File: config.mk
export PLATFORM = sky130hd
export DESIGN_NAME = crossing_request_unit
export DESIGN_NICKNAME = d
export VERILOG_FILES = /design/src/rtl/traffic_pkg.sv /design/src/rtl/crossing_request_unit_debouncer.sv /design/src/rtl/crossing_request_unit.sv
export SDC_FILE = /design/constraint.sdc
export NUM_CORES = 1
export LEC_CHECK = 0
export BUFFER_PORTS_ARGS = -buffer_cell sky130_fd_sc_hd__buf_2
export CAP_MARGIN = 20
export CORE_UTILIZATION = 45
export DETAILED_ROUTE_END_ITERATION = 16
export GPL_ROUTABILITY_DRIVEN = 0
export REMOVE_ABC_BUFFERS = 1
export SLEW_MARGIN = 20
export SYNTH_ARGS = -nofsm -noshare
export SYNTH_HDL_FRONTEND = slang
export SYNTH_HIERARCHICAL = 1
export SYNTH_SLANG_ARGS = --single-unit
export TNS_END_PERCENT = 1
File: constraint.sdc
create_clock -name clk -period 7.5 [get_ports clk]
set_input_delay 0.375 -clock clk [delete_from_list [all_inputs] [get_ports clk]]
set_output_delay 0.375 -clock clk [all_outputs]
set_load 0.1 [all_outputs]
File: src/rtl/traffic_pkg.sv
// Shared definitions for the traffic light controller and its request front end.
// Holds the request FSM encoding and a counter sizing helper.
package traffic_pkg;

   localparam int unsigned CLK_HZ = 125_000_000;

   typedef enum logic [1:0] {
      REQ_IDLE    = 2'd0,
      REQ_PENDING = 2'd1,
      REQ_SERVING = 2'd2,
      REQ_LOCKOUT = 2'd3
   } req_state_t;

   // Counter width for a modulus, never narrower than one bit
   function automatic int unsigned cnt_width(input int unsigned n);
      return (n > 1) ? $clog2(n) : 1;
   endfunction

endpackage

File: src/rtl/crossing_request_unit_debouncer.sv
// Two-flop synchroniser plus debounce counter for the raw push-button.
// Emits a one-cycle pulse on each rising edge of the debounced level.
module button_debouncer
   import traffic_pkg::*;
#(
   parameter int unsigned DEBOUNCE_CYCLES = 2_500_000
) (
   input  logic clk,
   input  logic reset,
   input  logic btn_raw,
   output logic stable,
   output logic press_pulse
);

   localparam int unsigned CW = cnt_width(DEBOUNCE_CYCLES);
   localparam logic [CW-1:0] CNT_LAST = CW'(DEBOUNCE_CYCLES - 1);

   logic          r_s1;
   logic          r_s2;
   logic          r_stable;
   logic          r_pulse;
   logic [CW-1:0] r_cnt;
   logic          w_diff;
   logic          w_flip;

   assign w_diff = r_s2 ^ r_stable;
   assign w_flip = w_diff & (r_cnt == CNT_LAST);

   always_ff @(posedge clk) begin
      if (reset) begin
         r_s1     <= 1'b0;
         r_s2     <= 1'b0;
         r_stable <= 1'b0;
         r_pulse  <= 1'b0;
         r_cnt    <= '0;
      end else begin
         r_s1    <= btn_raw;
         r_s2    <= r_s1;
         r_pulse <= w_flip & r_s2;
         if (!w_diff) begin
            r_cnt <= '0;
         end else if (w_flip) begin
            r_stable <= r_s2;
            r_cnt    <= '0;
         end else begin
            r_cnt <= r_cnt + 1'b1;
         end
      end
   end

   assign stable      = r_stable;
   assign press_pulse = r_pulse;

endmodule

File: src/rtl/crossing_request_unit.sv
// Pedestrian/side-road request front end: debounced press in, request and
// WAIT lamp out, with a lockout window after each cross-road green.
module crossing_request_unit
   import traffic_pkg::*;
#(
   parameter int unsigned DEBOUNCE_CYCLES = 2_500_000,
   parameter int unsigned LOCKOUT_CYCLES  = 250_000_000
) (
   input  logic       clk,
   input  logic       reset,
   input  logic       btn_raw,
   input  logic       cg_in,
   output logic       req,
   output logic       wait_lamp,
   output logic       press_pulse,
   output logic [7:0] press_count
);

   localparam int unsigned LW = cnt_width(LOCKOUT_CYCLES);
   localparam logic [LW-1:0] LOCK_LOAD = LW'(LOCKOUT_CYCLES - 1);

   logic          w_stable;
   logic          w_pulse;
   logic          w_press;
   logic          w_cg_rise;
   logic          w_cg_fall;
   logic          r_cg_q;
   req_state_t    r_state;
   req_state_t    w_next;
   logic [LW-1:0] r_lock_cnt;
   logic          r_req;
   logic          r_wait;
   logic [7:0]    r_count;

   button_debouncer #(
      .DEBOUNCE_CYCLES(DEBOUNCE_CYCLES)
   ) u_deb (
      .clk        (clk),
      .reset      (reset),
      .btn_raw    (btn_raw),
      .stable     (w_stable),
      .press_pulse(w_pulse)
   );

   // The pulse is registered alongside the level flip, so both agree
   assign w_press   = w_pulse & w_stable;
   assign w_cg_rise = cg_in & ~r_cg_q;
   assign w_cg_fall = ~cg_in & r_cg_q;

   always_comb begin
      w_next = r_state;
      unique case (r_state)
         REQ_IDLE: begin
            if (w_press) w_next = cg_in ? REQ_SERVING : REQ_PENDING;
         end
         REQ_PENDING: begin
            if (w_cg_rise) w_next = REQ_SERVING;
         end
         REQ_SERVING: begin
            if (w_cg_fall) w_next = REQ_LOCKOUT;
         end
         REQ_LOCKOUT: begin
            if (w_cg_rise) w_next = REQ_SERVING;
            else if (r_lock_cnt == '0) w_next = REQ_IDLE;
         end
         default: w_next = REQ_IDLE;
      endcase
   end

   always_ff @(posedge clk) begin
      if (reset) begin
         r_cg_q     <= 1'b0;
         r_state    <= REQ_IDLE;
         r_lock_cnt <= '0;
         r_req      <= 1'b0;
         r_wait     <= 1'b0;
         r_count    <= 8'h00;
      end else begin
         r_cg_q  <= cg_in;
         r_state <= w_next;
         r_req   <= (w_next == REQ_PENDING);
         r_wait  <= (w_next == REQ_PENDING) | (w_next == REQ_SERVING);
         if ((r_state == REQ_SERVING) && w_cg_fall)
            r_lock_cnt <= LOCK_LOAD;
         else if ((r_state == REQ_LOCKOUT) && (r_lock_cnt != '0))
            r_lock_cnt <= r_lock_cnt - 1'b1;
         if (w_pulse && (r_count != 8'hFF))
            r_count <= r_count + 8'h01;
      end
   end

   assign req         = r_req;
   assign wait_lamp   = r_wait;
   assign press_pulse = w_pulse;
   assign press_count = r_count;

endmodule

### After elaboration in Yosys (flattened, before gate mapping)

Index checks and enable logic that the tools add are counted.
W data, S select, Z words.

| cells by class | value |
|---|---|
| add/subtract/negate cells | 3 |
| equality and inequality tests | 7 |
| mux-type cells | 9 |
| bitwise logic cells | 10 |
| reduce and logical (&&, ||, !) cells | 10 |

Operator list:

| operator | count |
|---|---|
| $mux W28 | 2 |
| $logic_not A28 Y1 | 1 |
| $reduce_bool A28 Y1 | 1 |
| $sub A28 B1 Y28 const B | 1 |
| $add A22 B1 Y22 const B | 1 |
| $eq A22 B22 Y1 const B | 1 |
| $mux W2 | 6 |
| $add A8 B1 Y8 const B | 1 |
| $ne A8 B8 Y1 const B | 1 |
| $pmux W2 S4 | 1 |
| $eq A2 B2 Y1 const B | 3 |
| $and A1 B1 Y1 | 5 |
| $eq A2 B1 Y1 const B | 2 |
| $logic_and A1 B1 Y1 | 3 |
| $not A1 Y1 | 3 |
| $reduce_or A3 Y1 | 1 |
| $logic_not A2 Y1 | 1 |
| $reduce_and A2 Y1 | 1 |
| $reduce_bool A2 Y1 | 1 |
| $reduce_or A2 Y1 | 1 |
| $or A1 B1 Y1 | 1 |
| $xor A1 B1 Y1 | 1 |

| word-level totals | value |
|---|---|
| register bits after elaboration | 67 |
| output and inout bits | 11 |

### Longest topological paths before layout

| logic depth | value |
|---|---|
| word-level depth | 6 |
| mapped depth | 8 |

### Cells and area by module

The synthesis kept the hierarchy.

Modules (own cells, without submodules):

| module | instances | cells each | area an instance (um2) | sequential area each (um2) |
|---|---|---|---|---|
| crossing_request_unit | 1 | 248 | 2,089.5 | 820.8 |
| button_debouncer | 1 | 134 | 1,162.4 | 520.5 |

### Worst setup path after synthesis

OpenSTA, ideal clock, no wires.

| timing | value |
|---|---|
| kind | register to register |
| start point | register r_lock_cnt[2] |
| end point | register r_lock_cnt[20] |
| data arrival time | 2.471 ns |
| path slack | 4.958 ns |
| stages on the path, launching flop included | 8 |
| path through | dfxtp_1 or4_1 buf_2 or4_1 buf_2 or4_4 or3_1 a21oi_1 |

| between the ends | value |
|---|---|
| longest elaborated chain between the ends | 2 |

RTL lines:

| element | RTL line | RTL |
|---|---|---|
| start: declaration | crossing_request_unit.sv:30 | `logic [LW-1:0] r_lock_cnt;` |
| start signal: assignment | crossing_request_unit.sv:86 | `r_lock_cnt <= r_lock_cnt - 1'b1;` |
| parallel branches: the longest is 2 deep, another holds $sub A28 B1 Y28 | - |  |

Parallel ways; which one is timed is not known.
A chain may end at the register's enable or synchronous reset.

### Final worst setup path

| timing | value |
|---|---|
| start point | register r_lock_cnt[15] |
| end point | register r_wait (netlist: wait_lamp) |

| between the ends | value |
|---|---|
| longest elaborated chain between the ends | 6 |

RTL lines:

| element | RTL line | RTL |
|---|---|---|
| $logic_not A28 Y1 * | crossing_request_unit.sv:64 | `else if (r_lock_cnt == '0) w_next = REQ_IDLE;` |
| $mux W2 * | crossing_request_unit.sv:64 |  |
| $mux W2 * | crossing_request_unit.sv:63 | `if (w_cg_rise) w_next = REQ_SERVING;` |
| $pmux W2 S4 * | crossing_request_unit.sv:52 | `unique case (r_state)` |
| $eq A2 B1 Y1 / $eq A2 B2 Y1 (equally long branches) | crossing_request_unit.sv:82 | `r_wait <= (w_next == REQ_PENDING) \| (w_next == REQ_SERVING);` |
| $or A1 B1 Y1 * | crossing_request_unit.sv:82 |  |
| end signal: assignment | crossing_request_unit.sv:82 |  |
| end: declaration | crossing_request_unit.sv:32 | `logic r_wait;` |

Every way passes the cells marked *; elsewhere a longest branch is shown, timed or not.

==> impl_metrics.csv <==
group,metric,value,unit
status,outcome,"completed",
floorplanning,core_area,6870,µm²
layout,fill_cells,665,
clock_network,holdBufCountCts,0,
route,post_drt_wl_per_cell,14.4,µm
route,via_per_inst,5.84,
layout,fin_nets,400,
floorplanning,die_h,87.0,µm
flow_run,maxCapViolations,0,
critical_path,cp_cell_sequence,"or4_1 -> nor4_1 -> nand4_1 -> o21ai_0 -> and2_1 -> ha_1 -> nor2_1",
critical_path,reg2reg_to,"wait_lamp",
sta,min_period,2950,ps
worst_hold_path,hold_path_depth,2,
route,detail-route-antenna-nets,0,
logic_synthesis,synth_seq_cells,67,
clock_network,cts_resized,0,
clock_network,cts_tree,"done",
floorplanning,top_level_ports,15,
global_routing,grt_remaining_overflow,0,
place,dp_hpwl,4.73,mm
floorplanning,row_count,30,
sta,slew_viol_final,0,
critical_path,criticalPathCategory,"register to register",
logic_synthesis,synthArstFlopShare,0,%
route,drtIter0Drc,186,
layout,multi_input_area,1790,µm²
logic_synthesis,syn_inst,382,
critical_path,critPathMaxFanout,8,
layout,regArea,1340,µm²
critical_path,slowest_stage,"nor4_1",
logic_synthesis,synth_edf_count,0,
clock_network,clockBufferDepth,2,
worst_hold_path,hold_path_class,"primary input to register",
clock_network,root_buffer,"clkbuf_8",
clock_network,cts.sinks,67,
clock_network,postCtsSetupRepairBufs,0,
place,io_buffers,14,
logic_synthesis,synth_cell_types,46,
global_routing,grt_max_degree,37,
layout,synthToLayoutAreaGrowth,9.58,%
clock_network,clk_latency,340,ps
critical_path,reg2regPathDepth,7,
route,drc,0,
sta,relSlewSlack,34.4,%
global_routing,grt_pass1_vias,2621,
clock_network,cts_made_buffers,9,
logic_synthesis,netlist_area,3250,µm²
critical_path,critical-path-max-stage-delay,630,ps
power_and_ir_drop,p_leak,0.00122,µW
floorplanning,start_util,47.3,%
critical_path,regToRegStartpoint,"r_lock_cnt[15]",
layout,antenna_cells,0,
clock_network,htreeDepth,3,
sta,rsz0062_at_grt,"no",
sta,finalSetupTns,0,ps
sta,setup_viol,0,
power_and_ir_drop,power.density,181,nW/µm²
power_and_ir_drop,vdd.ir_drop.worst,0.000118,V
global_routing,antenna_found_initial,0,
route,dr.pass1.iters,4,
critical_path,crit_path_start_kind,"register",
clock_network,clk_pin_slew_worst_paths,70,ps
critical_path,crit_required,7760,ps
sta,fin_worst_skew,8.00,ps
critical_path,rrSetupSlack,4550,ps
logic_synthesis,yosys_most_used_dff,"dfxtp_1",
sta,fin_crit_sh,39.4,%
sta,fmax,0.339,GHz
route,drt-total-wl,7.09,mm
logic_synthesis,yosysWarnings,6,
logic_synthesis,ys_seq_area_share,41.2,%
global_routing,grt_pass1_wl,12.4,mm
worst_hold_path,min_to,"u_deb/r_s1",
place,dp.cells,476,
critical_path,critical_path_arrival,3220,ps
sta,tightest_slew,971,ps
worst_hold_path,min_from,"btn_raw",
floorplanning,dieArea,7570,µm²
layout,stdcell_count,491,
logic_synthesis,syn_avg_cell_area,8.51,µm²
floorplanning,chipWidth,87.0,µm
layout,drive_gt1_share,10.1,%
sta,hold_violations,0,
critical_path,crit_path_end_kind,"register",
route,vias,2869,
global_routing,groute.usage.overall,20.9,%
[final cells by class]
class	instances	share of cell area [%]
clock inverter	3	1.12
multi-input combinational	285	50.3
timing repair buffer	17	2.60
tap	96	3.37
inverter	11	1.16
sequential	67	37.6
clock buffer	12	3.79
[where the power goes]
part           internal [µW]  switching, µW
combinational           2.15           6.50
clock                    151            127
sequential               357          0.677
[metal layers]
layer  part of all wire, %  GRT usage [%]  wire, µm  vias up
li1                      -              -         -     1480
met5                     0              0         0        -
met4                  0.72           8.03        51        0
met2                    44           32.7      3140       45
met1                    51           27.5      3610     1340
met3                   4.1           5.31       289        4
[synthesized netlist by cell type (all sizes together), types with 6 or more instances]
cell    number  area, µm²
nand3       23        120
nor2b        6       37.5
o31ai       10       75.1
nor2        27        101
a211oi       6       45.0
nor4        11       68.8
clkbuf      10       37.5
nand4       13       81.3
dfxtp       67       1340
or3         25        158
a31oi       13       81.3
and3         8       51.3
o21ai       24        120
inv         11       41.3
or4         18        140
nor3         7       35.0
nand2       16       60.1
xor2        14        123
a21oi       22        114
buf          9       45.0
[cell families after synthesis]
kind of cell    count (synthesis)  synth area share (%)
compound gates                 87                  16.7
xor+xnor                       17                  4.58
fa+ha+maj                       5                  1.92
buf+inv                        30                  3.81
flops                          67                  41.2
mux                             2                 0.654
simple gates                  174                  31.1
[flip-flops by register name, indices dropped and copies added (netlist names), 2 cells and up]
| signal | flops |
|---|---|
| u_deb/r_cnt | 22 |
| r_state | 2 |
| press_count | 8 |
| r_lock_cnt | 28 |
[placed cells by master, fill, tap and decap left out, types with 4 or more instances in the layout]
master and n:
buf_2 14, dfxtp_1 67, and3_1 7, a211oi_1 6
o41ai_1 5, a21oi_1 21, or4_1 16, nor2b_1 6
nor4_1 10, or3_1 24, nor3_1 7, nand2_1 16
clkbuf_8 9, ha_1 5, a311oi_1 4, nand4_1 13
nor2_1 27, xor2_1 14, o31ai_1 10, o21ai_0 23
nand3_1 22, a31oi_1 13, inv_1 11
[worst max path at each step]
stage                         from   endpoint  slack (ps)  depth (start not counted)
floorplan            r_lock_cnt[2]  wait_lamp        4120                          6
global placement    r_lock_cnt[15]  wait_lamp        4720                          7
detailed placement  r_lock_cnt[15]  wait_lamp        4620                          7
CTS                 r_lock_cnt[15]  wait_lamp        4570                          7
global route        r_lock_cnt[15]  wait_lamp        4260                          7
finish              r_lock_cnt[15]  wait_lamp        4550                          7
[stage by stage]
| stage | cell area (µm²) | total power, µW | util (%) | setup WS (ps) | hold slack, ps |
|---|---|---|---|---|---|
| floorplan | 3170 | 368 | - | 4120 | 414 |
| global placement | 3390 | 374 | 49.3 | 4720 | 435 |
| detailed placement | 3390 | 374 | 49.3 | 4620 | 432 |
| CTS | 3560 | 656 | 51.9 | 4570 | 230 |
| global route | 3560 | 672 | 51.9 | 4260 | 228 |
| finish | 3560 | 644 | 51.9 | 4550 | 248 |
[critical path, delay by kind of cell, from the launching register on]
kind,cells,cell delay [ps]
DFF,1,380
AOI/OAI and AO/OA,1,330
adders and majority gates,1,220
and+or+nand+nor,5,1940
No activity file was read; power rests on OpenSTA's default activity.
